===== src/rtl/pdp11_bus_pkg.sv =====
// Shared definitions for the PDP-11 bus switch: address map defaults,
// switch state encoding and the byte-lane replicate helper.
package pdp11_bus_pkg;

    localparam logic [21:0] RAM_TOP_DEF     = 22'o0760000;
    localparam logic [21:0] IOPAGE_BASE_DEF = 22'o17760000;

    typedef enum logic [2:0] {
        ST_IDLE = 3'd0,
        ST_RAM  = 3'd1,
        ST_IO   = 3'd2,
        ST_ACK  = 3'd3,
        ST_DMA  = 3'd4
    } bus_state_t;

    // Byte writes present the same byte on both lanes; the target picks the lane.
    function automatic logic [15:0] byte_rep(input logic [7:0] b);
        return {b, b};
    endfunction

endpackage


===== src/rtl/pdp11_bus_decode.sv =====
// Combinational address decode of a 22-bit CPU address into RAM, I/O page
// or non-existent memory.
module pdp11_bus_decode
    import pdp11_bus_pkg::*;
#(
    parameter logic [21:0] RAM_TOP     = RAM_TOP_DEF,
    parameter logic [21:0] IOPAGE_BASE = IOPAGE_BASE_DEF
) (
    input  logic [21:0] addr,
    output logic        sel_ram,
    output logic        sel_io,
    output logic        sel_nxm
);

    always_comb begin
        sel_ram = (addr < RAM_TOP);
        sel_io  = !sel_ram && (addr >= IOPAGE_BASE);
        sel_nxm = !sel_ram && !sel_io;
    end

endmodule


===== src/rtl/pdp11_bus_switch.sv =====
// Bus switch between CPU, RAM, the I/O page and one DMA master.
// Define BUS_DEBUG_EN to print each completed CPU and DMA cycle in simulation.
module pdp11_bus_switch
    import pdp11_bus_pkg::*;
#(
    parameter logic [21:0] RAM_TOP     = RAM_TOP_DEF,
    parameter logic [21:0] IOPAGE_BASE = IOPAGE_BASE_DEF
) (
    input  logic        clk,
    input  logic        reset,
    // CPU side: bus_rd/bus_wr are levels held until bus_ack; bus_ack stays
    // high until both drop, and the switch returns to idle the next cycle.
    input  logic [21:0] bus_addr,
    input  logic [15:0] bus_data_in,
    output logic [15:0] bus_data_out,
    input  logic        bus_rd,
    input  logic        bus_wr,
    input  logic        bus_byte_op,
    input  logic        bus_arbitrate,
    output logic        bus_ack,
    output logic        bus_error,
    output logic [21:0] ram_addr,
    output logic [15:0] ram_data_out,
    input  logic [15:0] ram_data_in,
    output logic        ram_rd,
    output logic        ram_wr,
    output logic        ram_byte_op,
    input  logic        ram_done,
    output logic [12:0] io_addr,
    output logic [15:0] io_data_out,
    input  logic [15:0] io_data_in,
    output logic        io_rd,
    output logic        io_wr,
    output logic        io_byte_op,
    input  logic        io_claim,
    input  logic        dma_req,
    output logic        dma_gnt,
    input  logic [21:0] dma_addr,
    input  logic [15:0] dma_data_in,
    input  logic        dma_rd,
    input  logic        dma_wr,
    output logic        dma_done,
    output bus_state_t  state_dbg
);

    bus_state_t  state, state_next;
    logic [15:0] data_q, data_d;
    logic        err_q, err_d;
    logic        sel_ram, sel_io, sel_nxm;
    logic        cpu_req;
    logic [15:0] wdata;

    pdp11_bus_decode #(
        .RAM_TOP     (RAM_TOP),
        .IOPAGE_BASE (IOPAGE_BASE)
    ) u_decode (
        .addr    (bus_addr),
        .sel_ram (sel_ram),
        .sel_io  (sel_io),
        .sel_nxm (sel_nxm)
    );

    assign cpu_req = bus_rd || bus_wr;
    assign wdata   = bus_byte_op ? byte_rep(bus_data_in[7:0]) : bus_data_in;

    always_comb begin
        state_next   = state;
        data_d       = data_q;
        err_d        = err_q;
        ram_addr     = '0;
        ram_data_out = '0;
        ram_rd       = 1'b0;
        ram_wr       = 1'b0;
        ram_byte_op  = 1'b0;
        io_addr      = '0;
        io_data_out  = '0;
        io_rd        = 1'b0;
        io_wr        = 1'b0;
        io_byte_op   = 1'b0;
        dma_done     = 1'b0;
        case (state)
            ST_IDLE: begin
                err_d = 1'b0;
                // DMA takes precedence over a simultaneous CPU request.
                if (dma_req && bus_arbitrate) begin
                    state_next = ST_DMA;
                end else if (cpu_req) begin
                    if (sel_ram) begin
                        state_next = ST_RAM;
                    end else if (sel_io) begin
                        state_next = ST_IO;
                    end else begin
                        state_next = ST_ACK;
                        err_d      = sel_nxm;
                    end
                end
            end
            ST_RAM: begin
                ram_addr     = bus_addr;
                ram_data_out = wdata;
                ram_rd       = bus_rd;
                ram_wr       = bus_wr;
                ram_byte_op  = bus_byte_op;
                if (ram_done) begin
                    data_d     = ram_data_in;
                    state_next = ST_ACK;
                end
            end
            ST_IO: begin
                io_addr     = bus_addr[12:0];
                io_data_out = wdata;
                io_rd       = bus_rd;
                io_wr       = bus_wr;
                io_byte_op  = bus_byte_op;
                if (io_claim) data_d = io_data_in;
                err_d      = !io_claim;
                state_next = ST_ACK;
            end
            ST_ACK: begin
                if (!cpu_req) state_next = ST_IDLE;
            end
            ST_DMA: begin
                ram_addr     = dma_addr;
                ram_data_out = dma_data_in;
                ram_rd       = dma_rd;
                ram_wr       = dma_wr;
                dma_done     = ram_done && (dma_rd || dma_wr);
                if (ram_done && dma_rd) data_d = ram_data_in;
                if (!dma_req) state_next = ST_IDLE;
            end
            default: state_next = ST_IDLE;
        endcase
    end

    always_ff @(posedge clk) begin
        if (reset) begin
            state  <= ST_IDLE;
            data_q <= '0;
            err_q  <= 1'b0;
        end else begin
            state  <= state_next;
            data_q <= data_d;
            err_q  <= err_d;
        end
    end

    assign bus_ack      = (state == ST_ACK);
    assign bus_error    = bus_ack && err_q;
    assign bus_data_out = data_q;
    assign dma_gnt      = (state == ST_DMA);
    assign state_dbg    = state;

`ifdef BUS_DEBUG_EN
    always_ff @(posedge clk) begin
        if (!reset && state != ST_ACK && state_next == ST_ACK)
            $display("bus: cpu %s addr=%o data=%o err=%0d",
                     bus_wr ? "wr" : "rd", bus_addr, bus_wr ? wdata : data_d, err_d);
        if (!reset && dma_done)
            $display("bus: dma %s addr=%o data=%o err=0",
                     dma_wr ? "wr" : "rd", dma_addr, dma_wr ? dma_data_in : ram_data_in);
    end
`else
`endif

endmodule


===== config.mk =====
export PLATFORM = sky130hd
export DESIGN_NAME = pdp11_bus_switch
export DESIGN_NICKNAME = d
export VERILOG_FILES = /design/src/rtl/pdp11_bus_pkg.sv /design/src/rtl/pdp11_bus_decode.sv /design/src/rtl/pdp11_bus_switch.sv
export SDC_FILE = /design/constraint.sdc
export NUM_CORES = 1
export LEC_CHECK = 0
export ABC_AREA = 1
export BUFFER_PORTS_ARGS = -buffer_cell sky130_fd_sc_hd__buf_2
export CAP_MARGIN = 20
export CORE_AREA = 2 2 83 85
export CTS_CLUSTER_SIZE = 24
export DETAILED_ROUTE_END_ITERATION = 8
export DIE_AREA = 0 0 85 87
export PLACE_DENSITY = 0.71
export SLEW_MARGIN = 20
export SYNTH_ARGS = -nofsm -noshare
export SYNTH_HDL_FRONTEND = slang
export SYNTH_SLANG_ARGS = --single-unit

===== constraint.sdc =====
create_clock -name clk -period 1.78 [get_ports clk]
set_clock_uncertainty 0.2 [all_clocks]
set_input_delay 0 -clock clk [delete_from_list [all_inputs] [get_ports clk]]
set_output_delay 0 -clock clk [all_outputs]
set_load 0.01 [all_outputs]

# [After elaboration in Yosys (flattened, before gate mapping)]
# Cells that the tools add are included.
[word_totals] regBits=20 latchBits=0 mem_bits_rw=0 rom_bits=0 out_inout_bits=96 word_cells=60 memories=0
[classes] n_addsub=0 mul=0 n_div=0 order_cmp=2 eq_ne=10 n_shift=0 mux=29 bitwise=0 n_reduce_logical=16
[ops] op="$mux W16" n=5
[ops] op="$pmux W16 S3" n=1
[ops] op="$pmux W22 S2" n=1
[ops] op="$pmux W16 S2" n=1
[ops] op="$ge A22 B22 Y1 const B" n=1
[ops] op="$lt A22 B18 Y1 const B" n=1
[ops] op="$mux W3" n=5
[ops] op="$pmux W3 S5" n=1
[ops] op="$mux W13" n=1
[ops] op="$mux W1" n=10
[ops] op="$ne A2 B2 Y1 const B" n=4
[ops] op="$reduce_and A4 Y1" n=2
[ops] op="$eq A3 B2 Y1 const B" n=2
[ops] op="$logic_and A1 B1 Y1" n=6
[ops] op="$pmux W1 S2" n=3
[ops] op="$eq A3 B1 Y1 const B" n=1
[ops] op="$eq A3 B3 Y1 const B" n=1
[ops] op="$logic_not A1 Y1" n=3
[ops] op="$logic_not A3 Y1" n=1
[ops] op="$ne A3 B3 Y1 const B" n=1
[ops] op="$reduce_bool A3 Y1" n=1
[ops] op="$logic_or A1 B1 Y1" n=2
[ops] op="$mux W2" n=1
[ops] op="$ne A2 B1 Y1 const B" n=1
[ops] op="$reduce_bool A2 Y1" n=1

# [Depth between registers and ports, before layout]
# Gate-level depths: netlist of run 1.
[logic_depth] depth_word=10 depth_mapped=11

# [By module]
# A second synthesis of run 1 with hierarchy kept.
[hier_totals] hier_cells=409 area_unflattened_um2=2138.3
[modules_own_cells] mod="pdp11_bus_switch" n_inst=1 cells_each=385 area_per_inst_um2=2047.0 seq_area_each_um2=400.4
[modules_own_cells] mod="pdp11_bus_decode" n_inst=1 cells_each=24 area_per_inst_um2=91.3 seq_area_each_um2=0.0

# [Worst setup path after synthesis of run 1]
# OpenSTA, ideal clock, no wires.
[synth_path] kind="register to register" startpoint="register state[0], in the netlist state_dbg[0]" endpoint="register data_q[10], in the netlist bus_data_out[10]" setup_time_ps=116 arrival_ps=1246 slack_ps=218 stages_incl_launch_ff=11 n_path_buf=1 cell_sequence="dfxtp_1 -> inv_1 -> nand3_4 -> inv_4 -> nand2_2 -> nand2_2 -> inv_2 -> nand2_4 -> buf_6 -> o21ai_0 -> nor2_1"
[synth_via] elab_chain_len=3 elab_cells_between_ends=9
[synth_rtl] element="start: declaration" line="pdp11_bus_switch.sv:46" text="bus_state_t state, state_next;"
[synth_rtl] element="start signal: assignment" line="pdp11_bus_switch.sv:141" text="state <= state_next;"
[synth_rtl] element="$eq A3 B3 Y1, or another cell as far along" line="pdp11_bus_switch.sv:81" text="case (state)"
[synth_rtl] element="$ne A2 B1 Y1 (no source line), or another cell as far along"
[synth_rtl] element="$reduce_and A4 Y1 (no source line)"
[synth_rtl] element="end signal: assignment" line="pdp11_bus_switch.sv:142" text="data_q <= data_d;"
[synth_rtl] element="end: declaration" line="pdp11_bus_switch.sv:47" text="logic [15:0] data_q, data_d;"
# Several ways; a longest one is shown, not always the timed one.
# A chain may end at the register's enable or synchronous reset.

# [Worst setup path in the final report of run 1]
[layout_path] startpoint="register state[1], in the netlist state_dbg[1]" endpoint="output ram_data_out[15]"
[layout_via] elab_chain_len=2 elab_cells_between_ends=3
[layout_rtl] element="$eq A3 B3 Y1 or $eq A3 B1 Y1 (tied branches)" line="pdp11_bus_switch.sv:81"
[layout_rtl] element="$pmux W16 S2 *" line="pdp11_bus_switch.sv:81"
[layout_rtl] element="end: declaration" line="pdp11_bus_switch.sv:23" text="output logic [15:0] ram_data_out,"
# Mark *: on every way between the ends. The rest lies on a longest branch, timed or not.

==> summary by stage, run 1 <==
Timing
Subtracting the final worst setup slack from the clock period gives 1.66 ns. The count of final max-slew check failures was 0. The hold violation count in the final report is 0. In this run the tightest slew margin relative to its limit is 69.5%. At the pin with the least slew margin, the transition time is 0.452 ns. The portion of the clock cycle consumed by the worst path in the final layout is 93.3%. The peak clock frequency supported by timing is 602 MHz. The total setup violations reported at the end of the flow is 0. The summed negative setup slack over all endpoints is 0 ns. Setup repair after global routing left no endpoint under its margin.

Worst setup path
The critical path arrival is 1.46 ns. The class of the most critical setup path is register to output pin. The kind of end point of the critical path is an output pin.

The endpoint required time on the critical path is 1.58 ns. The setup slack on the worst flop-to-flop path is 0.20 ns. The critical path startpoint category is a register. The biggest fanout along the worst timing path is 32.

Floorplanning
The die is 87 um tall. In this run the horizontal extent of the chip is 85 um. The core region is 0.00657 mm^2. The die covers 0.00740 mm^2. After floorplanning, the core was divided into 30 placement rows. During I/O placement, the number of pins put on the boundary was 215. The initial core utilization is 28.7%.

Logic synthesis
The XOR/XNOR share of the synthesized area is 0%. Yosys printed 0 warnings. The share of synthesized cell area in full adder, half adder and majority cells is 0%. The number of different library cells used by synthesis comes to 23. The synthesis-stage register bit count is 20. Summed over its instances, the top area cell type makes up 22.9% of the synthesized netlist area. After synthesis, the share of cell area in mux cells is 0%. The synthesized netlist devotes 19.1% of its cell area to compound gates. By area the synthesized netlist is led by nand2_1, dfxtp_1, nor2_1. The dominant combinational cell family by area after synthesis is simple AND/OR/NAND/NOR gates. Summing the sequential cell areas from Yosys gives 21.2% of the chip area. The mean instance size in the synthesized netlist is 5.16 um^2. The largest area contributor in the netlist is nand2_1.

Summing the areas of all and, or, nand and nor instances in the mapped netlist gives 44.4% of the synthesized area. The number of nets handed over by synthesis was 485. The post-synthesis instance area is 0.00189 mm^2. The gate count after technology mapping is 366.

CTS
The clock tree from TritonCTS is done. The number of clock buffers inserted by TritonCTS is 3. The deepest clock path buffer count is 2. After clock tree synthesis, the setup repair step added 0 buffers.

The CTS root buffer is clkbuf_8. The clock drives 20 sinks. The clock transition time at the flip-flop clock pins of the worst setup and hold paths is 0.08 ns. The clock reaches the later pin of the worst-skew pair after 0.26 ns. CTS built an H-tree with a depth of 1.

Power and ir drop
VDD sags by at most 0.679 mV. The ratio of total power to cell area is 1130 mW/mm^2. The net switching fraction of the power is 50.0%.

The internal portion of the total power is 1970 uW. The part of the power in the clock network is 11.5%. The share of power burned in combinational logic is 70.2%. For this design the total switching power over the nets is 1970 uW. The power after layout is 3940 uW. The leakage power is 0.00215 uW. The share of total power dissipated in sequential elements is 18.3%.

Routing
The first-iteration detailed-routing DRC count is 138. The detail-routed via count per cell is 4.59. The final wirelength is 8910 um.

Dividing the detail-routed wire length by the instance count gives 12.9 um. The final route contains 3166 vias. The count of antenna-violating nets left after detailed routing is 0. The number of remaining DRC errors is 0. The number of iterations in the first detailed-routing pass is 7.

Finish
Relative to the synthesized area, the layout overhead comes to 84.9%. Leaving out fill and tap cells, the most frequent cell in the layout is buf_2. The number of nets in the final layout is 730. The repair_antennas step left the layout with diodes totalling 0. The share of the core filled with cells in the final layout is 53.1%. The top cell types in the final layout, fill and taps aside, are buf_2, nand2_1, nor2_1, o21ai_0, inv_1. In the final layout, the share of cells above drive strength 1 is 40.3%. Fill cells in the final layout number 663. The final design instance area without fill is 0.00349 mm^2.

Min path
The type of the tightest min-delay check is input port to register.

Placed design
The detailed-placement wirelength estimate is 6770 um. The area of placed instances is 0.00302 mm^2. The congestion estimate from routability-driven global placement came to 0.829. Input and output buffers added on the ports amount to 214.

Global route
The via count of the first global-routing pass is 3006. The initial antenna violation count is 0. Entering global routing, the biggest net connects 33 pins. After global routing the overflow that remains totals 0. The first-pass GRT wire length is 13800 um. In the global route stage, overall resource usage came out at 22.7%.

Flow run
The number of maximum-capacitance violations is 0.

Run status
The run finished with clean final reports.
## area by class of cell
cell class | count | area, um^2 | area share [%]
repair buffers | 258 | 1510 | 43.2
clock buffers | 3 | 41.3 | 1.18
well taps | 80 | 100 | 2.87
flip-flops and latches | 20 | 403 | 11.5
multi-input cells | 279 | 1210 | 34.8
clock inverters | 1 | 30.0 | 0.861
inverters | 49 | 191 | 5.49
## sequential cells by signal, summed over array words and instances (netlist names)
register      cells
bus_data_out     16
err_q             1
state_dbg         3
## cells in the mapped netlist (all sizes together)
library cell,instances
a21oi,4
a22o,4
buf,11
clkbuf,7
dfxtp,20
inv,49
nand2,121
nand3,7
nor2,81
nor3,1
o21ai,61
## power groups by stage
stage                     clock [uW]  combinational, uW  sequential (uW)
final                            454               2760              719
after global routing             484               3070              735
after CTS                        461               2730              701
after detailed placement           0               2640              711
after global placement             0               2620              704
after floorplan                    0               1620              764
## kinds of logic after synthesis
group                  count (synthesis)
and+or+nand+nor                      210
AOI/OAI and AO/OA                     69
buffers and inverters                 67
DFF                                   20
## per-stage QoR
| stage | instances | setup slack, ns | hold slack, ns |
|---|---|---|---|
| 6_report | 690 | 0.118 | 0.0107 |
| 5_1_grt | 690 | 0.0279 | 0.119 |
| 4_1_cts | 690 | -0.00998 | 0.0297 |
| 3_5_place_dp | 650 | 0.148 | -0.00250 |
| 3_3_place_gp | 650 | 0.135 | 0.00124 |
| 2_1_floorplan | 366 | 0.218 | -0.131 |
## path summary, 6_finish.rpt
check / startpoint / endpoint / depth (start not counted)
worst max-delay path: state_dbg[1]$_SDFFE_PP0P_ / ram_data_out[15] / 7
worst min-delay path: bus_addr[18] / state_dbg[0]$_SDFFE_PP0P_ / 6
worst min register to register: bus_data_out[3]$_SDFFE_PP0P_ / bus_data_out[3]$_SDFFE_PP0P_ / 2
worst max register to register: state_dbg[1]$_SDFFE_PP0P_ / bus_data_out[5]$_SDFFE_PP0P_ / 9
## worst max-delay path, cell delays in order, from the launching register on
cell and delay (ns):
dfxtp_2 0.37, nor2_4 0.11, nand2_2 0.08, inv_2 0.09
buf_12 0.18, nand2_1 0.07, o21ai_1 0.12, buf_2 0.17
## what timing repair did
item,4_1_cts,5_1_grt
gates resized for setup,8,9
hold buffers,36,0
pin swaps,0,1
setup endpoints to repair,34,56
hold endpoints to repair,19,0
## routing by layer
layer | up-vias | GRT usage [%] | share of wire (%)
li1 | 1606 | - | -
met1 | 1387 | 27.0 | 40
met2 | 149 | 42.3 | 51
met3 | 24 | 3.60 | 6.5
met4 | 0 | 5.77 | 2.1
met5 | - | 0 | 0
No activity file was read; power rests on OpenSTA's default activity.
==> run 2: changes to the inputs <==
- CELL_PAD_IN_SITES_DETAIL_PLACEMENT: default -> 0
- CELL_PAD_IN_SITES_GLOBAL_PLACEMENT: default -> 2
- CORE_AREA: 2 2 83 85 -> default
- CORE_UTILIZATION: default -> 13
- DIE_AREA: 0 0 85 87 -> default
- PLACE_DENSITY: 0.71 -> default
- PLACE_DENSITY_LB_ADDON: default -> 0.1
==> run 2 against run 1 <==
  * Die area is 100% higher
  * Clock power is 35% higher
  * Sequential cell count stayed put
  * Routed wire length is 15% higher
==> summary by stage, run 2 (synthesis results as in run 1) <==
Routing
The detail-routed via count per cell is 3.83 (-17%). The via count of the routed design is 3040 (-4.0%). The number of remaining DRC errors was 0 (unchanged).

The number of iterations in the first detailed-routing pass is 4 (-3). The final wirelength was 10200 um (+15%). The average routed wire per standard cell is 12.9 um (-0.24%). The count of antenna-violating nets left after detailed routing is 0 (unchanged).

The first-iteration detailed-routing DRC count is 89 (-36%).

Timing
The count of final max-slew check failures came to 0 (unchanged). The hold violation count in the final report is 0 (unchanged). The summed negative setup slack over all endpoints is 0 ns (unchanged). The peak clock frequency supported by timing is 582 MHz (-3.3%). The worst slew margin relative to its limit is 65.0% (-4.5 points).

The total setup violations reported at the end of the flow is 0 (unchanged). The clock period minus final worst setup slack is 1.72 ns (+0.0574 ns). The worst hold slack across all endpoints is 0.0349 ns (+0.0242 ns). The actual transition at the worst max-transition pin is 0.524 ns (+0.0719 ns). Setup repair after global routing left no endpoint under its margin. The portion of the clock cycle consumed by the worst path in the final layout is 96.6% (+3.2 points).

Finish
The area growth from synthesis to layout is 97.2%. The layout filler cell count is 1602 (+140%). The share of final-layout standard cells stronger than drive strength 1 is 40.0% (-0.36 points). The number of flip-flops under the largest register name is 16 (unchanged). The final cell count without fillers was 794 (+15%).

Leaving out fill and tap cells, the most frequent cells in the layout are buf_2, nand2_1, nor2_1, o21ai_0, inv_1. The number of nets in the final layout is 733 (+0.41%). Leaving out fill and tap cells, the most frequent cell in the layout is buf_2.

Worst setup path
The biggest fanout along the worst timing path is 37 (+16%). The critical path startpoint category is a register. The setup slack on the worst flop-to-flop path is 0.15 ns (-0.05 ns).

The critical path starts at state_dbg[0]$_SDFFE_PP0P_. The critical path arrival was 1.52 ns (+0.06 ns). By startpoint and endpoint, the worst setup path is classified as register to output pin.

The endpoint required time on the critical path was 1.58 ns (about the same). The kind of end point of the critical path is an output pin. The capturing point of the worst reg2reg path is bus_data_out[14]$_SDFFE_PP0P_. The number of cells on the worst reg-to-reg path is 9 (unchanged). The worst register-to-register path begins at state_dbg[0]$_SDFFE_PP0P_.

Global route
The combined global-route utilization of all metal layers was 13.2% (-9.5 points). The initial antenna violation count is 2 (+2). The maximum number of pins on one net before global-route repair is 38 (+15%). The first-pass GRT wire length is 15100 um (+9.9%). The via count of the first global-routing pass is 2966 (-1.3%).

The remaining global-route overflow is 0 (unchanged).

CTS
The clock transition time at the flip-flop clock pins of the worst setup and hold paths was 0.06 ns (-0.02 ns). The latest clock arrival within the worst-skew pair is 0.25 ns (about the same). The number of clock buffers inserted by TritonCTS is 3 (unchanged).

The deepest clock path buffer count is 2 (unchanged). The H-tree depth is 1 (unchanged). The clock tree from TritonCTS is done.

The tree is rooted in a clkbuf_16. The total clock sinks is 20 (unchanged).

Floorplanning
The die extent in x is 122 um (+44%). The number of primary I/O pins is 215 (unchanged). The core area was 0.0140 mm^2 (+110%).

The initial core utilization came to 13.4% (-15 points). The row count is 43 (+43%). The area enclosed by the die boundary is 0.0150 mm^2 (+100%).

The vertical die dimension was 122 um (+41%).

Power and ir drop
The leakage power came to 0.00219 uW (+1.9%). The maximum vdd drop was 0.399 mV (-41%). The ratio of total power to cell area came to 1130 mW/mm^2 (+0.25%).

Min path
The number of cells on the worst hold path is 6 (unchanged). The path class of the tightest hold or removal check is input port to register. The worst hold path terminates at state_dbg[0]$_SDFFE_PP0P_. The beginning of the worst hold path is bus_addr[21].

Run status
The flow ran to the end, and the final reports show no timing, DRC or antenna violations.

Placed design
The quantity of I/O buffers inserted on ports is 214 (unchanged). The final weighted congestion in routability-driven placement is 0.741 (-11%). The detailed-placement wirelength estimate is 7990 um (+18%). The placed cell count is 749 (+15%).

Flow run
The number of maximum-capacitance violations was 0 (unchanged).
==> run 2: changes by cell type in the layout (fill, tap and decap cells not counted), sizes merged <==
cell	delta
buf	+2
clkbuf	+1
diode	+1
==> run 2: repair_timing <==
item,CTS,global route
buffers inserted,1,1
hold buffers,36,0
gates resized for setup,1,6
gates cloned,1,1
endpoints found under the setup margin,6,58
endpoints found under the hold margin,19,0
pin swaps,2,1
==> run 2: critical path, cell delays in order (launching register included) <==
cell	delay, ns
dfxtp_1	0.43
nand3_2	0.16
buf_12	0.20
o21ai_0	0.27
buf_2	0.19
==> run 2: where the power goes <==
| group | switching, uW | internal (uW) |
|---|---|---|
| clock network | 167 | 446 |
| logic | 1770 | 1130 |
| registers | 96.2 | 606 |
==> run 2: how the worst max path moves through the flow <==
stage,cells after the start,endpoint,slack (ns)
after floorplan,10,bus_data_out[10]$_SDFFE_PP0P_,0.22
after global placement,10,bus_data_out[15]$_SDFFE_PP0P_,0.11
after detailed placement,10,bus_data_out[14]$_SDFFE_PP0P_,0.08
after CTS,7,ram_addr[19],0.004
after global routing,7,ram_addr[20],0.01
final,4,ram_data_out[11],0.06
==> run 2: metal layers <==
layer  track usage, %  up-vias  part of all wire, %
met5                0        -                 0.17
met4             2.82        2                 0.56
met3             3.81        4                  8.6
met2             25.9      128                   53
met1             13.7     1292                   38
li1                 -     1614                    -
==> run 2: per-stage QoR <==
stage	setup WS, ns	area [um^2]	util [%]	power (uW)
final	0.0611	3720	26.5	4210
after global routing	0.0104	3720	26.5	4610
after detailed placement	0.0799	3160	22.5	3500
after floorplan	0.218	1890	-	2380
after CTS	0.00392	3670	26.2	4230
after global placement	0.107	3160	22.5	3540
==> run 2: final cells by class <==
class | instances | area, um^2 | area share [%]
timing repair buffer | 261 | 1580 | 42.5
multi-input combinational | 279 | 1210 | 32.6
sequential | 20 | 402 | 10.8
tap | 180 | 225 | 6.05
inverter | 49 | 194 | 5.21
clock buffer | 3 | 75.1 | 2.02
clock inverter | 1 | 30.0 | 0.807
antenna | 1 | 2.50 | 0.0672
==> run 3: changes to the inputs <==
- CORE_UTILIZATION: 13 -> 15
- SYNTH_HIERARCHICAL: default -> 1
==> run 3 against run 2 <==
  * The run now ends with negative hold slack left
  * Design area grew 8.8%
  * Total power up 15%
  * Critical path depth up 2
  * Sequential share of layout area shrank 0.84 points
  * Register-to-register slack about the same
  * Count of clock-buffer cells in the layout unchanged
  * First-iteration DRC count up 53%
==> summary by stage, run 3 <==
Run status
The run finished, with violations left. The final reports fail on negative hold slack.

Finish
The area growth from synthesis to layout is 89.4%. The final cell count without fillers came to 831 (+4.7%). The diode insertion count for antenna repair was 0 (-1). The most common library cell in the layout ignoring fill and taps is buf_2.

The number of nets in the final layout is 771 (+5.2%). The final design instance area without fill was 0.00405 mm^2 (+8.8%). In the layout the commonest cells are buf_2, nand2_1, nor2_1, inv_1, o21ai_0. The number of flip-flops under the largest register name is 16 (unchanged). The sequential cell area is 403 um^2 (+0.31%). The share of final-layout standard cells stronger than drive strength 1 was 39.3% (-0.64 points).

The layout filler cell count was 1632 (+1.9%). The multi-input gate area in the final layout is 0.00138 mm^2 (+14%).

Routing
The number of iterations in the first detailed-routing pass is 4 (unchanged). The via count of the routed design is 3367 (+11%). The first-iteration detailed-routing DRC count is 136 (+53%). The average routed wire per standard cell came to 13.7 um (+6.3%).

The detail-routed via count per cell is 4.05 (+5.8%). The number of remaining DRC errors was 0 (unchanged). The final wirelength was 11400 um (+11%). The count of antenna-violating nets left after detailed routing came to 0 (unchanged).

Global route
The via count of the first global-routing pass is 3173 (+7.0%). The remaining global-route overflow is 0 (unchanged). The first-pass GRT wire length is 16500 um (+9.1%). The combined global-route utilization of all metal layers is 14.5% (+1.3 points).

The initial antenna violation count came to 0 (-2). The maximum number of pins on one net before global-route repair was 40 (+5.3%).

Power and ir drop
The ratio of total power to cell area is 1200 mW/mm^2 (+6.1%). The maximum vdd drop is 0.446 mV (+12%). The leakage power is 0.00240 uW (+9.5%).

CTS
The clock transition time at the flip-flop clock pins of the worst setup and hold paths is 0.06 ns (about the same). TritonCTS built the clock tree. The tree is rooted in a clkbuf_16. The latest clock arrival within the worst-skew pair was 0.26 ns (about the same). The H-tree depth is 1 (unchanged).

The number of clock buffers inserted by TritonCTS is 3 (unchanged). The total clock sinks was 20 (unchanged). The deepest clock path buffer count is 2 (unchanged).

Floorplanning
The initial core utilization is 15.4% (+2.0 points). The core area is 0.0139 mm^2 (-1.1%). The area enclosed by the die boundary is 0.0147 mm^2 (-1.8%).

The die extent in x is 121 um (-0.88%). The vertical die dimension was 121 um (-0.88%). The row count was 43 (unchanged). The number of primary I/O pins is 215 (unchanged).

Timing
Setup repair after global routing left no endpoint under its margin. The summed negative setup slack over all endpoints is 0 ns (unchanged). The count of final max-slew check failures was 0 (unchanged). The clock period minus final worst setup slack is 1.70 ns (-0.0154 ns). The actual transition at the worst max-transition pin is 0.289 ns (-0.235 ns). The hold violation count in the final report was 1 (+1). The peak clock frequency supported by timing is 587 MHz (+0.90%). The portion of the clock cycle consumed by the worst path in the final layout came to 95.7% (-0.86 points). The slack of the critical path came to 0.0765 ns (+0.0154 ns).

The total setup violations reported at the end of the flow is 0 (unchanged). The worst slew margin relative to its limit is 80.8% (+16 points). The worst hold slack across all endpoints is -0.00312 ns (-0.0380 ns).

Logic synthesis
The gate count after technology mapping is 409 (+12%). The count of flip-flops with a built-in enable after synthesis is 0 (unchanged). Summed over all instances, the cell type with the most area after synthesis is nand2_1. The post-synth net total is 528 (+8.9%). In the synthesized netlist the dominant register cell turns out to be dfxtp_1. Ranked by total cell area, the synthesized netlist is headed by nand2_1, dfxtp_1, nor2_1. The number of distinct library cells after synthesis is 23 (unchanged). The post-synthesis async set-or-reset flop share came to 0% (unchanged). The proportion of netlist area held by the largest area contributor was 19.8% (-3.0 points). The post-synthesis instance area is 0.00214 mm^2 (+13%). The proportion of synthesized chip area in sequential cells came to 18.7% (-2.5 points). The synthesis-stage register bit count is 20 (unchanged).

The library cell with the highest instance count after synthesis is nand2_1. The yosys synthesis warning count is 6 (+6). The mean instance size in the synthesized netlist is 5.23 um^2 (+1.4%).

The commonest cells after synthesis are nand2_1, nor2_1, inv_1.

Placed design
The area of placed instances is 0.00349 mm^2 (+10%). The final weighted congestion in routability-driven placement was 0.799 (+7.9%). The detailed-placement wirelength estimate is 8440 um (+5.5%). The worst-case setup slack after placement is 0.115 ns (+0.0356 ns). The placed cell count is 794 (+6.0%). The quantity of I/O buffers inserted on ports is 214 (unchanged).

Min path
The worst hold path belongs to the class input port to register.

Worst setup path
The critical path is of the register to output pin type. The worst setup path is launched from a register. The critical path arrival is 1.50 ns (-0.02 ns).

STA classifies the critical path endpoint as an output pin. The endpoint required time on the critical path was 1.58 ns (about the same). The biggest fanout along the worst timing path is 10 (-73%).

Flow run
The number of maximum-capacitance violations is 0 (unchanged).
[run 3: changes by cell type after synthesis, sizes merged, moves of 9 or more]
| cell | previous run | this run |
|---|---|---|
| nand3 | 7 | 37 |
| inv | 49 | 63 |
| a32o | 0 | 9 |
| a21oi | 4 | 19 |
| o21ai | 61 | 42 |
| buf | 11 | 21 |
| nor2 | 81 | 72 |
[run 3: layer usage]
layer | GRT usage [%] | routed length [um] | vias up
li1 | - | - | 1761
met1 | 18.0 | 5160 | 1509
met2 | 26.1 | 5660 | 93
met3 | 2.30 | 510 | 4
met4 | 2.55 | 62 | 0
met5 | 0 | 0 | -
[run 3: what timing repair did]
| item | in CTS | in global routing |
|---|---|---|
| buffers inserted | 0 | 0 |
| hold buffers | 28 | 0 |
| cloned | 1 | 4 |
| setup endpoints to repair | 40 | 45 |
| gates resized for setup | 7 | 9 |
| endpoints found under the hold margin | 20 | 0 |
| pin swaps | 0 | 0 |
[run 3: logic make-up (layout without fill, tap and decap cells)]
family	count (synthesis)	count (layout)	synth area share [%]
DFF	20	20	18.7
AOI/OAI and AO/OA	71	71	18.8
and+or+nand+nor	228	228	45.0
buffers and inverters	90	332	17.5
[run 3: final timing paths]
| path | from | end | slack (ns) | cells past startpoint |
|---|---|---|---|---|
| min reg2reg | bus_data_out[7]$_SDFFE_PP0P_ | bus_data_out[7]$_SDFFE_PP0P_ | 0.28 | 2 |
| max reg2reg | state_dbg[2]$_SDFFE_PP0P_ | bus_data_out[2]$_SDFFE_PP0P_ | 0.14 | 8 |
| max | state_dbg[2]$_SDFFE_PP0P_ | ram_addr[17] | 0.08 | 6 |
| min | io_data_in[3] | bus_data_out[3]$_SDFFE_PP0P_ | -0.003 | 7 |
[run 3: worst max-delay path: stages, from the launching register on]
cell       delay [ns]
dfxtp_1          0.33
buf_4            0.17
nand2_4          0.11
clkinv_8         0.09
clkbuf_16        0.18
a32o_1           0.21
buf_2            0.14
[run 3: cell type report]
| class | count | share of cell area, % |
|---|---|---|
| Clock buffer | 3 | 1.85 |
| Sequential cell | 20 | 9.95 |
| Inverter | 64 | 6.24 |
| Timing Repair Buffer | 264 | 41.5 |
| Multi-Input combinational cell | 299 | 34.2 |
| Clock inverter | 1 | 0.742 |
| Tap cell | 180 | 5.56 |
[run 3: through the flow]
step                util, %  total power (uW)
finish                 29.2              4860
CTS                    28.2              4770
detailed placement     25.1              4010
global route           29.2              5330
floorplan                 -              2630
global placement       25.1              4020
[run 3: power breakdown]
group | total, uW | internal, uW | switching [uW] | leakage (uW)
combinational | 3520 | 1470 | 2050 | 0.00219
sequential | 701 | 604 | 96.9 | 0.000166
clock | 640 | 447 | 193 | 0.0000511
total | 4860 | 2520 | 2340 | 0.00240
